### src/rtl/amba_pkt_reg_if.sv
// amba_pkt_reg_if: router FSM strobes, source byte stream and
// RAM write-side results for the packet register stage.
interface amba_pkt_reg_if #(
  parameter int DATA_WIDTH = 8
);

  logic                  pkt_valid;
  logic [DATA_WIDTH-1:0] data_in;
  logic                  ram_full;
  logic                  detect_add;
  logic                  lfd_state;
  logic                  ld_state;
  logic                  laf_state;
  logic                  full_state;
  logic                  rst_int_cam;
  logic [DATA_WIDTH-1:0] dout;
  logic                  parity_done;
  logic                  low_packet_valid;
  logic                  err;
  logic                  len_err;

  modport master (
    output pkt_valid,
    output data_in,
    output ram_full,
    output detect_add,
    output lfd_state,
    output ld_state,
    output laf_state,
    output full_state,
    output rst_int_cam,
    input  dout,
    input  parity_done,
    input  low_packet_valid,
    input  err,
    input  len_err
  );

  modport slave (
    input  pkt_valid,
    input  data_in,
    input  ram_full,
    input  detect_add,
    input  lfd_state,
    input  ld_state,
    input  laf_state,
    input  full_state,
    input  rst_int_cam,
    output dout,
    output parity_done,
    output low_packet_valid,
    output err,
    output len_err
  );

endinterface

### src/rtl/amba_pkt_reg.sv
// amba_pkt_reg: header latch, dout steering, full-hold and parity check.
// Optional payload length check enabled by AMBA_PKT_LEN_CHECK_EN.
module amba_pkt_reg #(
  parameter int DATA_WIDTH = 8,
  parameter int LEN_MSB    = 7
) (
  input logic              clock,
  input logic              resetn,
  amba_pkt_reg_if.slave    bus
);

  // Reject parameter sets where the length field does not fit the byte
  if (DATA_WIDTH < 8 || LEN_MSB < 2 || LEN_MSB >= DATA_WIDTH) begin : g_bad_cfg
    $error("amba_pkt_reg: illegal DATA_WIDTH/LEN_MSB");
  end

  logic [DATA_WIDTH-1:0] hdr_q, hdr_d;
  logic [DATA_WIDTH-1:0] hold_q, hold_d;
  logic [DATA_WIDTH-1:0] dout_q, dout_d;
  logic [DATA_WIDTH-1:0] int_par_q, int_par_d;
  logic [DATA_WIDTH-1:0] pkt_par_q, pkt_par_d;
  logic                  lpv_q, lpv_d;
  logic                  done_q, done_d;
  logic                  done_dly_q, done_dly_d;
  logic                  err_q, err_d;
  logic                  done_rise;
  logic                  ld_take;

  assign done_rise = done_q & ~done_dly_q;
  assign ld_take   = bus.ld_state & bus.pkt_valid & ~bus.full_state;

  // Header latch: only a valid byte with a routable address
  always_comb begin
    hdr_d = hdr_q;
    if (bus.detect_add && bus.pkt_valid &&
        bus.data_in[1:0] != 2'b11) begin
      hdr_d = bus.data_in;
    end
  end

  // dout steering and one-byte hold while the RAM is full
  always_comb begin
    dout_d = dout_q;
    hold_d = hold_q;
    if (bus.lfd_state) begin
      dout_d = hdr_q;
    end else if (bus.ld_state) begin
      if (bus.ram_full) begin
        hold_d = bus.data_in;
      end else begin
        dout_d = bus.data_in;
      end
    end else if (bus.laf_state) begin
      dout_d = hold_q;
    end
  end

  // Running parity; the held byte was folded in when first sampled
  always_comb begin
    int_par_d = int_par_q;
    if (bus.detect_add) begin
      int_par_d = '0;
    end else if (bus.lfd_state) begin
      int_par_d = int_par_q ^ hdr_q;
    end else if (ld_take) begin
      int_par_d = int_par_q ^ bus.data_in;
    end
  end

  // Received parity byte arrives with pkt_valid low
  always_comb begin
    pkt_par_d = pkt_par_q;
    if (bus.ld_state && !bus.pkt_valid) begin
      pkt_par_d = bus.data_in;
    end
  end

  // low_packet_valid: set wins over clear
  always_comb begin
    lpv_d = lpv_q;
    if (bus.ld_state && !bus.pkt_valid && bus.ram_full) begin
      lpv_d = 1'b1;
    end else if (bus.rst_int_cam || bus.detect_add) begin
      lpv_d = 1'b0;
    end
  end

  // parity_done: direct capture, or deferred through LOAD_AFTER_FULL
  always_comb begin
    done_d     = done_q;
    done_dly_d = done_q;
    if ((bus.ld_state && !bus.pkt_valid && !bus.ram_full) ||
        (bus.laf_state && lpv_q && !done_q)) begin
      done_d = 1'b1;
    end else if (bus.detect_add) begin
      done_d = 1'b0;
    end
  end

  // Parity error evaluated once, one cycle after parity_done rises
  always_comb begin
    err_d = err_q;
    if (bus.detect_add) begin
      err_d = 1'b0;
    end else if (done_rise) begin
      err_d = (int_par_q != pkt_par_q);
    end
  end

  // State registers
  always_ff @(posedge clock or negedge resetn) begin
    if (!resetn) begin
      hdr_q      <= '0;
      hold_q     <= '0;
      dout_q     <= '0;
      int_par_q  <= '0;
      pkt_par_q  <= '0;
      lpv_q      <= 1'b0;
      done_q     <= 1'b0;
      done_dly_q <= 1'b0;
      err_q      <= 1'b0;
    end else begin
      hdr_q      <= hdr_d;
      hold_q     <= hold_d;
      dout_q     <= dout_d;
      int_par_q  <= int_par_d;
      pkt_par_q  <= pkt_par_d;
      lpv_q      <= lpv_d;
      done_q     <= done_d;
      done_dly_q <= done_dly_d;
      err_q      <= err_d;
    end
  end

  assign bus.dout             = dout_q;
  assign bus.parity_done      = done_q;
  assign bus.low_packet_valid = lpv_q;
  assign bus.err              = err_q;

`ifdef AMBA_PKT_LEN_CHECK_EN
  logic [5:0] cnt_q, cnt_d;
  logic       len_err_q, len_err_d;
  logic [5:0] len_fld;

  assign len_fld = 6'(hdr_q[LEN_MSB:2]);

  // Payload counter and length compare at parity_done rise
  always_comb begin
    cnt_d     = cnt_q;
    len_err_d = len_err_q;
    if (bus.detect_add) begin
      cnt_d     = '0;
      len_err_d = 1'b0;
    end else begin
      if (ld_take) begin
        cnt_d = cnt_q + 6'd1;
      end
      if (done_rise) begin
        len_err_d = (cnt_q != len_fld);
      end
    end
  end

  // Length-check registers
  always_ff @(posedge clock or negedge resetn) begin
    if (!resetn) begin
      cnt_q     <= '0;
      len_err_q <= 1'b0;
    end else begin
      cnt_q     <= cnt_d;
      len_err_q <= len_err_d;
    end
  end

  assign bus.len_err = len_err_q;
`else
  assign bus.len_err = 1'b0;
`endif

endmodule

### src/flat_wrapper.sv
// flat-port wrapper written by rule: the top's interface ports become plain ports
module amba_pkt_reg_flat 
#(
  parameter int DATA_WIDTH = 8,
  parameter int LEN_MSB    = 7
)
  (clock, resetn, bus_pkt_valid, bus_data_in, bus_ram_full, bus_detect_add, bus_lfd_state, bus_ld_state, bus_laf_state, bus_full_state, bus_rst_int_cam, bus_dout, bus_parity_done, bus_low_packet_valid, bus_err, bus_len_err);
  amba_pkt_reg_if #(.DATA_WIDTH(DATA_WIDTH)) bus_i ();
  input logic clock;
  input logic resetn;
  input wire logic [$bits(bus_i.pkt_valid)-1:0] bus_pkt_valid;
  input wire logic [$bits(bus_i.data_in)-1:0] bus_data_in;
  input wire logic [$bits(bus_i.ram_full)-1:0] bus_ram_full;
  input wire logic [$bits(bus_i.detect_add)-1:0] bus_detect_add;
  input wire logic [$bits(bus_i.lfd_state)-1:0] bus_lfd_state;
  input wire logic [$bits(bus_i.ld_state)-1:0] bus_ld_state;
  input wire logic [$bits(bus_i.laf_state)-1:0] bus_laf_state;
  input wire logic [$bits(bus_i.full_state)-1:0] bus_full_state;
  input wire logic [$bits(bus_i.rst_int_cam)-1:0] bus_rst_int_cam;
  output wire logic [$bits(bus_i.dout)-1:0] bus_dout;
  output wire logic [$bits(bus_i.parity_done)-1:0] bus_parity_done;
  output wire logic [$bits(bus_i.low_packet_valid)-1:0] bus_low_packet_valid;
  output wire logic [$bits(bus_i.err)-1:0] bus_err;
  output wire logic [$bits(bus_i.len_err)-1:0] bus_len_err;
  assign bus_i.pkt_valid = bus_pkt_valid;
  assign bus_i.data_in = bus_data_in;
  assign bus_i.ram_full = bus_ram_full;
  assign bus_i.detect_add = bus_detect_add;
  assign bus_i.lfd_state = bus_lfd_state;
  assign bus_i.ld_state = bus_ld_state;
  assign bus_i.laf_state = bus_laf_state;
  assign bus_i.full_state = bus_full_state;
  assign bus_i.rst_int_cam = bus_rst_int_cam;
  assign bus_dout = bus_i.dout;
  assign bus_parity_done = bus_i.parity_done;
  assign bus_low_packet_valid = bus_i.low_packet_valid;
  assign bus_err = bus_i.err;
  assign bus_len_err = bus_i.len_err;
  amba_pkt_reg #(.DATA_WIDTH(DATA_WIDTH), .LEN_MSB(LEN_MSB)) u_core (.clock(clock), .resetn(resetn), .bus(bus_i));
endmodule
### config.mk
export PLATFORM = sky130hd
export DESIGN_NAME = amba_pkt_reg_flat
export DESIGN_NICKNAME = d
export VERILOG_FILES = /design/src/rtl/amba_pkt_reg_if.sv /design/src/rtl/amba_pkt_reg.sv /design/src/flat_wrapper.sv
export SDC_FILE = /design/constraint.sdc
export NUM_CORES = 1
export LEC_CHECK = 0
export ABC_AREA = 1
export CORE_ASPECT_RATIO = 0.6
export CORE_MARGIN = 2
export CORE_UTILIZATION = 42
export CTS_CLUSTER_DIAMETER = 30
export DETAILED_ROUTE_END_ITERATION = 12
export GPL_ROUTABILITY_DRIVEN = 0
export PLACE_DENSITY_LB_ADDON = 0.1
export SKIP_LAST_GASP = 1
export SYNTH_ARGS = -nofsm -noshare
export SYNTH_HDL_FRONTEND = slang
export SYNTH_SLANG_ARGS = --single-unit
### constraint.sdc
create_clock -name clock -period 2 [get_ports clock]
set_input_delay 0.4 -clock clock [delete_from_list [all_inputs] [get_ports clock]]
set_output_delay 0.4 -clock clock [all_outputs]
set_load 0.01 [all_outputs]
==> flow_summary.yaml, run 1 <==
run_status:
  status: "finished clean"
layout:
  postLayoutCoreUtil: 0.5344
  layout_common_cells: "61 x nand2_1, 44 x dfrtp_1, 33 x o21ai_0, 27 x nor2_1, 27 x clkdlybuf4s50_1"
  nets: 295
  diodes: 0
  drive_above_1_share: 0.06835
  final_common_cell: "nand2_1"
  syn_to_final_growth_pct: 20.15
worst_setup_path:
  r2r_end: "u_core.bus.err"
  cp_data_required_time_ns: 1.60
  cp_slowest_cell: "clkdlybuf4s50_1"
  reg2reg_slack_ns: 0.92
  reg2reg_from: "u_core.int_par_q[2]"
  path_delay_family: "buffers and inverters"
  max_stage_delay_ns: 0.56
  timing.critical_path.buf_inv: 1
  crit_path_start_kind: "register"
  arrival_ns: 1.26
  worstSetupEndpointType: "output port"
  reg2regPathDepth: 6
  cp_cell_sequence: "clkdlybuf4s50_1"
  timing_worst_setup_path_type: "reg2out"
  cp_max_fo: 5
placed_design:
  dpl.hpwl_um: 3059
  place_ws_ns: 0.1754
  portBuffers: 28
cts:
  cts.repair.resized: 0
  post_cts.repair.setup_buffers: 0
  cts_hold_buf: 0
  numCtsBuffers: 5
  clk_pin_slew_ns: 0.08
  clock_sinks: 44
  clk-insertion-delay-late_ns: 0.29
  htreeDepth: 2
  clk_path_buf_depth: 2
  cts_tree: "built"
  cts_root_buf: "clkbuf_8"
pwr:
  power.leakage_nw: 1.155
  max-vdd-ir-drop_v: 0.0004164
  power_density_nw_per_um2: 830.6
timing:
  maxSlewHeadroom: 0.6327
  skew_ns: 0.003205
  fin_ws_ns: 0.3423
  finalCriticalPeriod_ns: 1.658
  maxSlewViolCount: 0
  max_freq_ghz: 0.6032
  final.setup.tns_ns: 0
  worst_slew_pin_slew_ns: 0.5510
  setup_viol: 0
  rsz0062_at_grt: "no"
  hold_ws_ns: 0.1757
  timing.final.crit_share: 0.8289
  hold_viol: 0
synth:
  synth.distinct_cells: 24
  synth_seq_cells: 44
  synth_nets: 267
  netlist_instances: 249
  netlist_area_sq_um: 2062
  synth_seq_area_share: 0.5340
  ys_warn_count: 0
  avgSynthCellArea_sq_um: 8.281
detailed_routing:
  dr.pass1.iters: 4
  viasPerCell: 4.889
  wl_per_cell_um: 12.59
  wl_um: 4294
  drtAntennaViolNets: 0
  drt_iter0_drc: 74
  drc: 0
  vias: 1667
die:
  coreArea_sq_um: 4636
  start_util: 0.4448
  die_width_um: 94.46
  pin_count: 30
  die_y_um: 58.28
  fp-row-count: 19
  die-area_sq_um: 5504
global_route:
  grt-ovfl-total: 0
  grt.total_usage: 0.1799
  grt_antenna_before_repair: 0
  grt_pass1_wl_um: 7472
  grt_max_degree: 45
  grt_pass1_vias: 1531
min_path:
  hold_path.class: "in2async"
job:
  maxCapViolations: 0
-- Yosys cell counts --
cell	instances	share of area
o21ai_2	1	0.0042
o221ai_1	1	0.0042
a31oi_1	8	0.024
o211ai_1	2	0.0073
nor2_1	27	0.049
nand3_1	10	0.024
inv_1	20	0.036
buf_2	6	0.015
buf_6	2	0.011
clkbuf_1	1	0.0018
buf_4	2	0.0073
o22ai_1	1	0.0030
o21ai_0	33	0.080
nand2_1	61	0.11
o21ai_4	1	0.0079
inv_2	2	0.0036
a21oi_1	14	0.034
nand3_2	1	0.0049
conb_1	1	0.0018
nand2_2	2	0.0061
xnor2_1	2	0.0085
o21ai_1	6	0.015
o211ai_2	1	0.0061
dfrtp_1	44	0.53
-- state kept, by name, summed over array words and instances (netlist names) --
| signal | cells |
|---|---|
| u_core.bus.low_packet_valid | 1 |
| u_core.done_dly_q | 1 |
| u_core.bus.parity_done | 1 |
| u_core.int_par_q | 8 |
| u_core.bus.err | 1 |
| u_core.hdr_q | 8 |
| u_core.hold_q | 8 |
| u_core.bus.dout | 8 |
| u_core.pkt_par_q | 8 |
-- how the worst max path moves through the flow --
stage,start,to,slack (ns),cells past startpoint
CTS,u_core.bus.parity_done,bus_parity_done,0.33,1
finish,u_core.bus.parity_done,bus_parity_done,0.34,1
global placement,bus_pkt_valid,u_core.int_par_q[7],0.22,6
floorplan,bus_ld_state,u_core.bus.dout[6],0.87,6
global route,u_core.bus.parity_done,bus_parity_done,0.29,1
detailed placement,bus_ld_state,u_core.hold_q[7],0.18,4
-- through the flow --
| step | instance area [sq um] | power, W | std cells |
|---|---|---|---|
| 2_1_floorplan | 2062 | 0.001335 | 249 |
| 3_3_place_gp | 2387 | 0.001510 | 333 |
| 3_5_place_dp | 2387 | 0.001516 | 333 |
| 4_1_cts | 2477 | 0.002089 | 341 |
| 5_1_grt | 2477 | 0.002203 | 341 |
| 6_report | 2477 | 0.002058 | 341 |
-- power breakdown --
group | leakage [nW] | internal [W] | switching (W)
clock | 0.0455 | 0.000282 | 0.000282
sequential | 0.550 | 0.00101 | 0.0000736
combinational | 0.559 | 0.000192 | 0.000218
-- logic make-up (layout without fill, tap and decap cells) --
| family | count (synthesis) | in the layout | share of synthesized area |
|---|---|---|---|
| other | 1 | 1 | 0.001819 |
| and+or+nand+nor | 101 | 101 | 0.1954 |
| AOI/OAI and AO/OA | 68 | 68 | 0.1857 |
| buffers and inverters | 33 | 62 | 0.07463 |
| xor gates and xnor gates | 2 | 2 | 0.008497 |
| DFF | 44 | 44 | 0.5340 |
-- layout make-up --
type | count | area [sq um]
clock buffer | 8 | 90.09
fill | 455 | 2158
timing repair buffer | 32 | 317.8
multi-input combinational | 172 | 807.0
inverter | 22 | 82.58
tap | 63 | 78.83
sequential | 44 | 1101
-- layer usage --
| metal | GRT usage | routed length [um] | vias up |
|---|---|---|---|
| li1 | - | - | 867 |
| met1 | 0.2742 | 2222 | 747 |
| met2 | 0.2541 | 1732 | 51 |
| met3 | 0.04291 | 314 | 2 |
| met4 | 0.05590 | 24 | 0 |
| met5 | 0 | 0 | - |
No activity file was read; power rests on OpenSTA's default activity.
==> run 2, diff against run 1 <==
==> constraint.sdc (replaced) <==
create_clock -name clock -period 1.6 [get_ports clock]
set_input_delay 0.32 -clock clock [delete_from_list [all_inputs] [get_ports clock]]
set_output_delay 0.32 -clock clock [all_outputs]
set_load 0.01 [all_outputs]
==> run 2 against run 1 <==
Effect of this change:
- clock power grew 28%
- global-route usage grew 0.83 points
- first-iteration DRC count grew 18%
- clock skew grew 0.0016 ns
- highest routed layer unchanged
- non-clock buffer count grew 18
- wire length grew 4.9%
- combinational power grew 39%
- cell area grew 6.6%
- total power grew 29%
- largest power group unchanged
- clock-buffer cell count is the same
- critical path depth is the same
==> flow_summary.yaml, run 2 (synthesis gave the netlist of run 1 again) <==
run_status:
  status: "finished clean"
timing:
  hold_ws_ns: 0.4869
  finalCriticalPeriod_ns: 1.540
  final.setup.tns_ns: 0
  timing.final.crit_share: 0.9625
  hold_viol: 0
  maxSlewViolCount: 0
  rsz0062_at_grt: "no"
  max_freq_ghz: 0.6494
  skew_ns: 0.004792
  setup_viol: 0
cts:
  clk-insertion-delay-late_ns: 0.30
  clock_sinks: 44
  cts_root_buf: "clkbuf_8"
  htreeDepth: 2
  cts_tree: "built"
  numCtsBuffers: 5
  clk_path_buf_depth: 2
  clk_pin_slew_ns: 0.08
  cts.repair.resized: 0
worst_setup_path:
  cp_data_required_time_ns: 1.28
  worstSetupStartpoint: "u_core.bus.dout[5]"
  reg2reg_from: "u_core.int_par_q[2]"
  cp_slowest_cell: "clkdlybuf4s50_1"
  reg2reg_slack_ns: 0.48
  arrival_ns: 1.22
  cp_cell_sequence: "clkdlybuf4s50_1"
  cp_max_fo: 2
  crit_path_start_kind: "register"
  timing.critical_path.buf_inv: 1
  worstSetupEndpointType: "output port"
  path_delay_family: "buffers and inverters"
  r2r_end: "u_core.bus.err"
  max_stage_delay_ns: 0.54
  timing_worst_setup_path_type: "reg2out"
  reg2regPathDepth: 6
detailed_routing:
  wl_um: 4506
  drtAntennaViolNets: 0
  drt_iter0_drc: 87
  drc: 0
  viasPerCell: 4.891
  dr.pass1.iters: 5
  vias: 1756
  wl_per_cell_um: 12.55
die:
  pin_count: 30
  die-area_sq_um: 5504
  die_width_um: 94.46
  start_util: 0.4448
  fp-row-count: 19
  coreArea_sq_um: 4636
  die_y_um: 58.28
min_path:
  holdPathEnd: "u_core.hold_q[7]"
  hold_path.class: "reg2reg"
  worstHoldStart: "u_core.hold_q[7]"
  min_path_cells: 2
pwr:
  max-vdd-ir-drop_v: 0.0004902
  sw_frac_of_total: 0.2815
  power_density_nw_per_um2: 1002
  seqPwrFrac: 0.512
  finalPower_w: 0.002646
  power.leakage_nw: 1.248
  combPwrFrac: 0.216
  p_clk_frac: 0.273
  p_int_w: 0.001901
  p_sw_w: 0.0007450
job:
  maxCapViolations: 0
layout:
  layout_common_cells: "61 x nand2_1, 44 x dfrtp_1, 33 x o21ai_0, 27 x nor2_1, 27 x clkdlybuf4s50_1"
  syn_to_final_growth_pct: 28.03
  diodes: 0
  drive_above_1_share: 0.1216
  final_common_cell: "nand2_1"
  nets: 313
  finish.instance_area_sq_um: 2640
global_route:
  grt_pass1_wl_um: 7755
  grt_pass1_vias: 1667
  grt-ovfl-total: 0
  grt_antenna_before_repair: 0
  grt_max_degree: 45
  grt.total_usage: 0.1882
placed_design:
  dpl.hpwl_um: 3142
  portBuffers: 28
  placed_area_sq_um: 2532
[run 2: cell count changes in the layout (fill, tap and decap cells not counted), sizes merged]
| cell | before | now |
|---|---|---|
| dlygate4sd3 | 0 | 1 |
| buf | 5 | 22 |
[run 2: repair_timing]
action | 4_1_cts | 5_1_grt
endpoints found under the hold margin | 3 | 0
setup endpoints to repair | 0 | 1
buffers inserted | 0 | 1
hold buffers | 1 | 0
[run 2: how the worst max path moves through the flow]
stage | endpoint | cells after the start
finish | bus_dout[5] | 1
global route | bus_low_packet_valid | 1
CTS | bus_parity_done | 1
detailed placement | u_core.bus.dout[2] | 5
global placement | u_core.bus.dout[2] | 6
floorplan | u_core.bus.dout[6] | 6
[run 2: area by class of cell]
type	count	area, sq um
clock buffer	8	90.09
inverter	22	82.58
tap	63	78.83
multi-input combinational	172	807.0
fill	453	1996
sequential	44	1101
timing repair buffer	50	480.5
[run 2: power groups by stage]
stage	clock, W	combinational (W)	sequential, W
2_1_floorplan	0	0.000290	0.00138
3_3_place_gp	0	0.000560	0.00137
3_5_place_dp	0	0.000566	0.00138
4_1_cts	0.000734	0.000570	0.00136
5_1_grt	0.000789	0.000647	0.00138
6_report	0.000722	0.000571	0.00135
[run 2: metrics by stage]
stage | std cells | setup WS, ns | util
final | 359 | 0.06007 | 0.5695
after global routing | 359 | 0.008307 | 0.5695
after CTS | 358 | 0.01058 | 0.5679
after detailed placement | 349 | -0.07606 | 0.5463
after global placement | 349 | -0.05380 | 0.5463
after floorplan | 249 | 0.5472 | -
[run 2: layer usage]
metal	track usage	part of all wire	wire [um]
met4	0.07660	0.016	72
met1	0.2691	0.53	2366
met2	0.2765	0.40	1822
met3	0.04681	0.054	245
met5	0	0	0
==> edit 1, RTL diff (config.mk and constraints of run 1) <==
Build with the macro `AMBA_PKT_LEN_CHECK_EN` defined.
--- a/src/rtl/amba_pkt_reg.sv
+++ b/src/rtl/amba_pkt_reg.sv
@@ -1,5 +1,7 @@
 // amba_pkt_reg: header latch, dout steering, full-hold and parity check.
 // Optional payload length check enabled by AMBA_PKT_LEN_CHECK_EN.
+`define AMBA_PKT_LEN_CHECK_EN
+
 module amba_pkt_reg #(
   parameter int DATA_WIDTH = 8,
   parameter int LEN_MSB    = 7
Function: changed (a bounded check fails within 4 cycles, from zero or initial values and one cycle with resetn low).
==> edit 1 against run 1 <==
Critical path type unchanged. Sequential cell count rose by 7. Wire length is 48% higher. First-iteration DRC count grew to 2.5 times the old value. Sequential share of layout area fell by 4.0 points. Power rose by 27%. Synthesized area up 29%. Highest routed layer unchanged. Final area up 27%. Worst setup slack improved by 0.015 ns. Non-clock buffer count grew 4. Clock power is 32% higher.
==> edit 1: results (changes against run 1) <==
status complete, no violations; VDD IR max 361.1 µV (-13%); DR vias 2184 (+31%); top cells by count, synth nand2_1 (107), dfrtp_1 (51), inv_1 (32); Iter 0 DRT Violations 185 (+150%); DP HPWL 4666 µm (+53%); CTS buffer count 5 (unchanged); number of global-route vias before repair 2035 (+33%); pre-CTS setup slack 0.2508 ns (+0.07534 ns); placed cells 430 (+29%); Post-Synthesis Cells 320 (+29%); Net Sw Power 775.8 µW (+35%); Clock Skew 0.01234 ns (+0.009132 ns); largest net degree at the start of global routing 52 (+16%); share of cells above drive strength 1 11.58% (+4.7 points); distinct cell type count after synthesis 32 (+33%); met3 wire length 455 µm (+45%); leak pwr 1.526 nW (+32%); crit-path max FO 3 (-2); fill count 596 (+31%); cell taking the most area after synthesis dfrtp_1; global-route wire length before repair 10850 µm (+45%); placed instance area 0.003035 mm² (+27%); WL met1 3455 µm (+55%); dominant cells by area after synthesis dfrtp_1 (48%), nand2_1 (15%), inv_1 (4.5%); WL met2 2428 µm (+40%); worst-margin pin slew 0.2771 ns (-0.2739 ns); crit path DAT 1.24 ns (-0.02 ns); overall routed net length 6376 µm (+48%); Port Buf Inserts 29 (+3.6%); Seq/Total Area, Yosys 47.98% (-5.4 points); GRT Total Usage 20.38% (+2.4 points); Post-layout nets 372 (+26%); wire per inst 14.56 µm (+16%); Reg clk slew, reported paths 0.10 ns (+0.02 ns)
==> edit 1: changes by cell type after synthesis, moves of 7 or more <==
cell and change:
o21ai_0 -15, nand4_1 +12, dfrtp_1 +7, inv_1 +12, a21oi_1 -10, nor2_1 -17, o21ai_2 +9, a31oi_1 -7
nand2_1 +46, nand3_1 +10
==> edit 1: layout make-up <==
type | count | area share [%]
sequential | 51 | 40.48
clock buffer | 6 | 2.619
tap | 84 | 3.333
timing repair buffer | 36 | 11.51
clock inverter | 2 | 1.111
multi-input combinational | 223 | 36.47
inverter | 36 | 4.484
==> edit 1: kinds of logic after synthesis <==
kind of cell             count (synthesis)  share of synthesized area, %
XOR/XNOR                                 7                         2.305
buffers and inverters                   46                         8.796
AND/OR/NAND/NOR                        160                         26.86
AO/OA/AOI/OAI                           55                         13.59
flip-flops                              51                         47.98
adder cells (fa/ha/maj)                  1                        0.4703
==> edit 1: metrics by stage <==
step	hold slack (ns)	utilization [%]
finish	0.07888	51.60
global route	0.09227	51.60
CTS	0.08541	51.60
detailed placement	0.3980	49.67
global placement	0.4067	49.67
floorplan	0.1044	-
==> edit 1: final timing paths <==
path / startpoint / end / slack, ns / cells past startpoint
min in group clock: u_core.bus.parity_done / u_core.done_dly_q / 0.42 / 0
setup reg to reg: u_core.cnt_q[0] / u_core.cnt_q[2] / 0.74 / 5
hold / removal: resetn / u_core.cnt_q[0] / 0.08 / 2
hold reg to reg: u_core.bus.parity_done / u_core.done_dly_q / 0.42 / 0
setup / recovery: u_core.bus.low_packet_valid / bus_low_packet_valid / 0.36 / 1
max in group asynchronous: resetn / u_core.pkt_par_q[4] / 1.69 / 2
==> edit 1: power groups by stage <==
| stage | Sequential [mW] | Clock, mW | Combinational (mW) |
|---|---|---|---|
| 2_1_floorplan | 1.30 | 0 | 0.346 |
| 3_3_place_gp | 1.31 | 0 | 0.563 |
| 3_5_place_dp | 1.31 | 0 | 0.574 |
| 4_1_cts | 1.29 | 0.763 | 0.577 |
| 5_1_grt | 1.32 | 0.811 | 0.650 |
| 6_report | 1.30 | 0.744 | 0.571 |
==> edit 1: routing by layer <==
metal / up-vias / GRT usage (%)
met2: 72 / 26.75
met4: 0 / 3.409
li1: 1120 / -
met3: 4 / 3.472
met5: - / 0
met1: 988 / 34.23
==> edit 2, RTL diff (settings of run 1) <==
Made on the original files. `hold_q`, `dout_q` and `pkt_par_q` no longer have a reset.
--- a/src/rtl/amba_pkt_reg.sv
+++ b/src/rtl/amba_pkt_reg.sv
@@ -111,25 +111,25 @@
   always_ff @(posedge clock or negedge resetn) begin
     if (!resetn) begin
       hdr_q      <= '0;
-      hold_q     <= '0;
-      dout_q     <= '0;
       int_par_q  <= '0;
-      pkt_par_q  <= '0;
       lpv_q      <= 1'b0;
       done_q     <= 1'b0;
       done_dly_q <= 1'b0;
       err_q      <= 1'b0;
     end else begin
       hdr_q      <= hdr_d;
-      hold_q     <= hold_d;
-      dout_q     <= dout_d;
       int_par_q  <= int_par_d;
-      pkt_par_q  <= pkt_par_d;
       lpv_q      <= lpv_d;
       done_q     <= done_d;
       done_dly_q <= done_dly_d;
       err_q      <= err_d;
     end
+  end
+
+  always_ff @(posedge clock) begin
+    hold_q    <= hold_d;
+    dout_q    <= dout_d;
+    pkt_par_q <= pkt_par_d;
   end
 
   assign bus.dout             = dout_q;
Behaviour: not the same (Yosys sat finds a counterexample within 4 cycles, from zero or initial values and one cycle with resetn low).
==> edit 2 against run 1 <==
Final cell count fell by 9.7%. Final area shrank 0.96%. Wire length shrank 8.9%. Synthesized area fell by 4.9%. Worst setup slack improved by 0.0082 ns. Sequential cell count did not move. Hold slack improved by 0.27 ns. Power rose by 0.92%. Largest power group unchanged.
==> edit 2: results (changes against run 1) <==
status complete, no violations; synth-to-layout area growth 25.14%; clock buffer count 6 (-2); leak pwr 1.058 nW (-8.4%); asr flop ratio synth 45.45% (-55 points); number of global-route vias before repair 1347 (-12%); fraction of area in multi-input gates 24.63% (-7.9 points); GRT Total Usage 16.53% (-1.5 points); Net Count, Synth 225 (-16%); largest net degree at the start of global routing 21 (-53%); dominant cells by area after synthesis edfxtp_1 (37%), dfrtp_1 (26%), o21ai_0 (8.4%); VDD IR max 330.5 µV (-21%); global-route wire length before repair 6575 µm (-12%); Non-Filler Instances 308 (-9.7%); share of cells above drive strength 1 7.755% (+0.92 points); DP HPWL 2958 µm (-3.3%); Post-Synthesis Cells 207 (-17%); Reg power frac 53.1% (+0.4 points); Seq/Total Area, Yosys 62.28% (+8.9 points); placed cells 300 (-9.9%); DR vias/cell 4.714 (-3.6%); met1 Use GR 24.98% (-2.4 points); Tot Pwr 2.077 mW (+0.92%); layout inverter count without the clock tree 23 (+4.5%); Compound-Gate Fraction of Synth Area 13.02% (-5.5 points); R2R setup slack 0.97 ns (+0.05 ns); Post-synth EDFFs 24 (+24); most common flop cell mapped by yosys edfxtp_1; #MultiIn Comb 132 (-23%)
[edit 2: changes by cell type in the layout (fill, tap and decap cells not counted), sizes merged, moves of 2 or more]
cell / before / now
o21ai: 41 / 34
clkbuf: 8 / 6
buf: 5 / 10
o211ai: 3 / 1
dfrtp: 44 / 20
nor2: 27 / 29
a31oi: 8 / 0
nand2: 63 / 43
a21oi: 14 / 8
edfxtp: 0 / 24
[edit 2: how the worst max path moves through the flow]
stage,to,start,slack (ns)
4_1_cts,bus_parity_done,u_core.bus.parity_done,0.33
3_5_place_dp,u_core.int_par_q[7],bus_pkt_valid,0.16
5_1_grt,bus_parity_done,u_core.bus.parity_done,0.29
2_1_floorplan,u_core.pkt_par_q[0],bus_ld_state,0.47
3_3_place_gp,u_core.pkt_par_q[6],bus_ld_state,0.22
6_report,bus_parity_done,u_core.bus.parity_done,0.35
[edit 2: metal layers]
layer / vias to the layer above / routed length, µm
li1: 756 / -
met1: 651 / 2018
met2: 43 / 1661
met3: 2 / 220
met4: 0 / 13
met5: - / 0
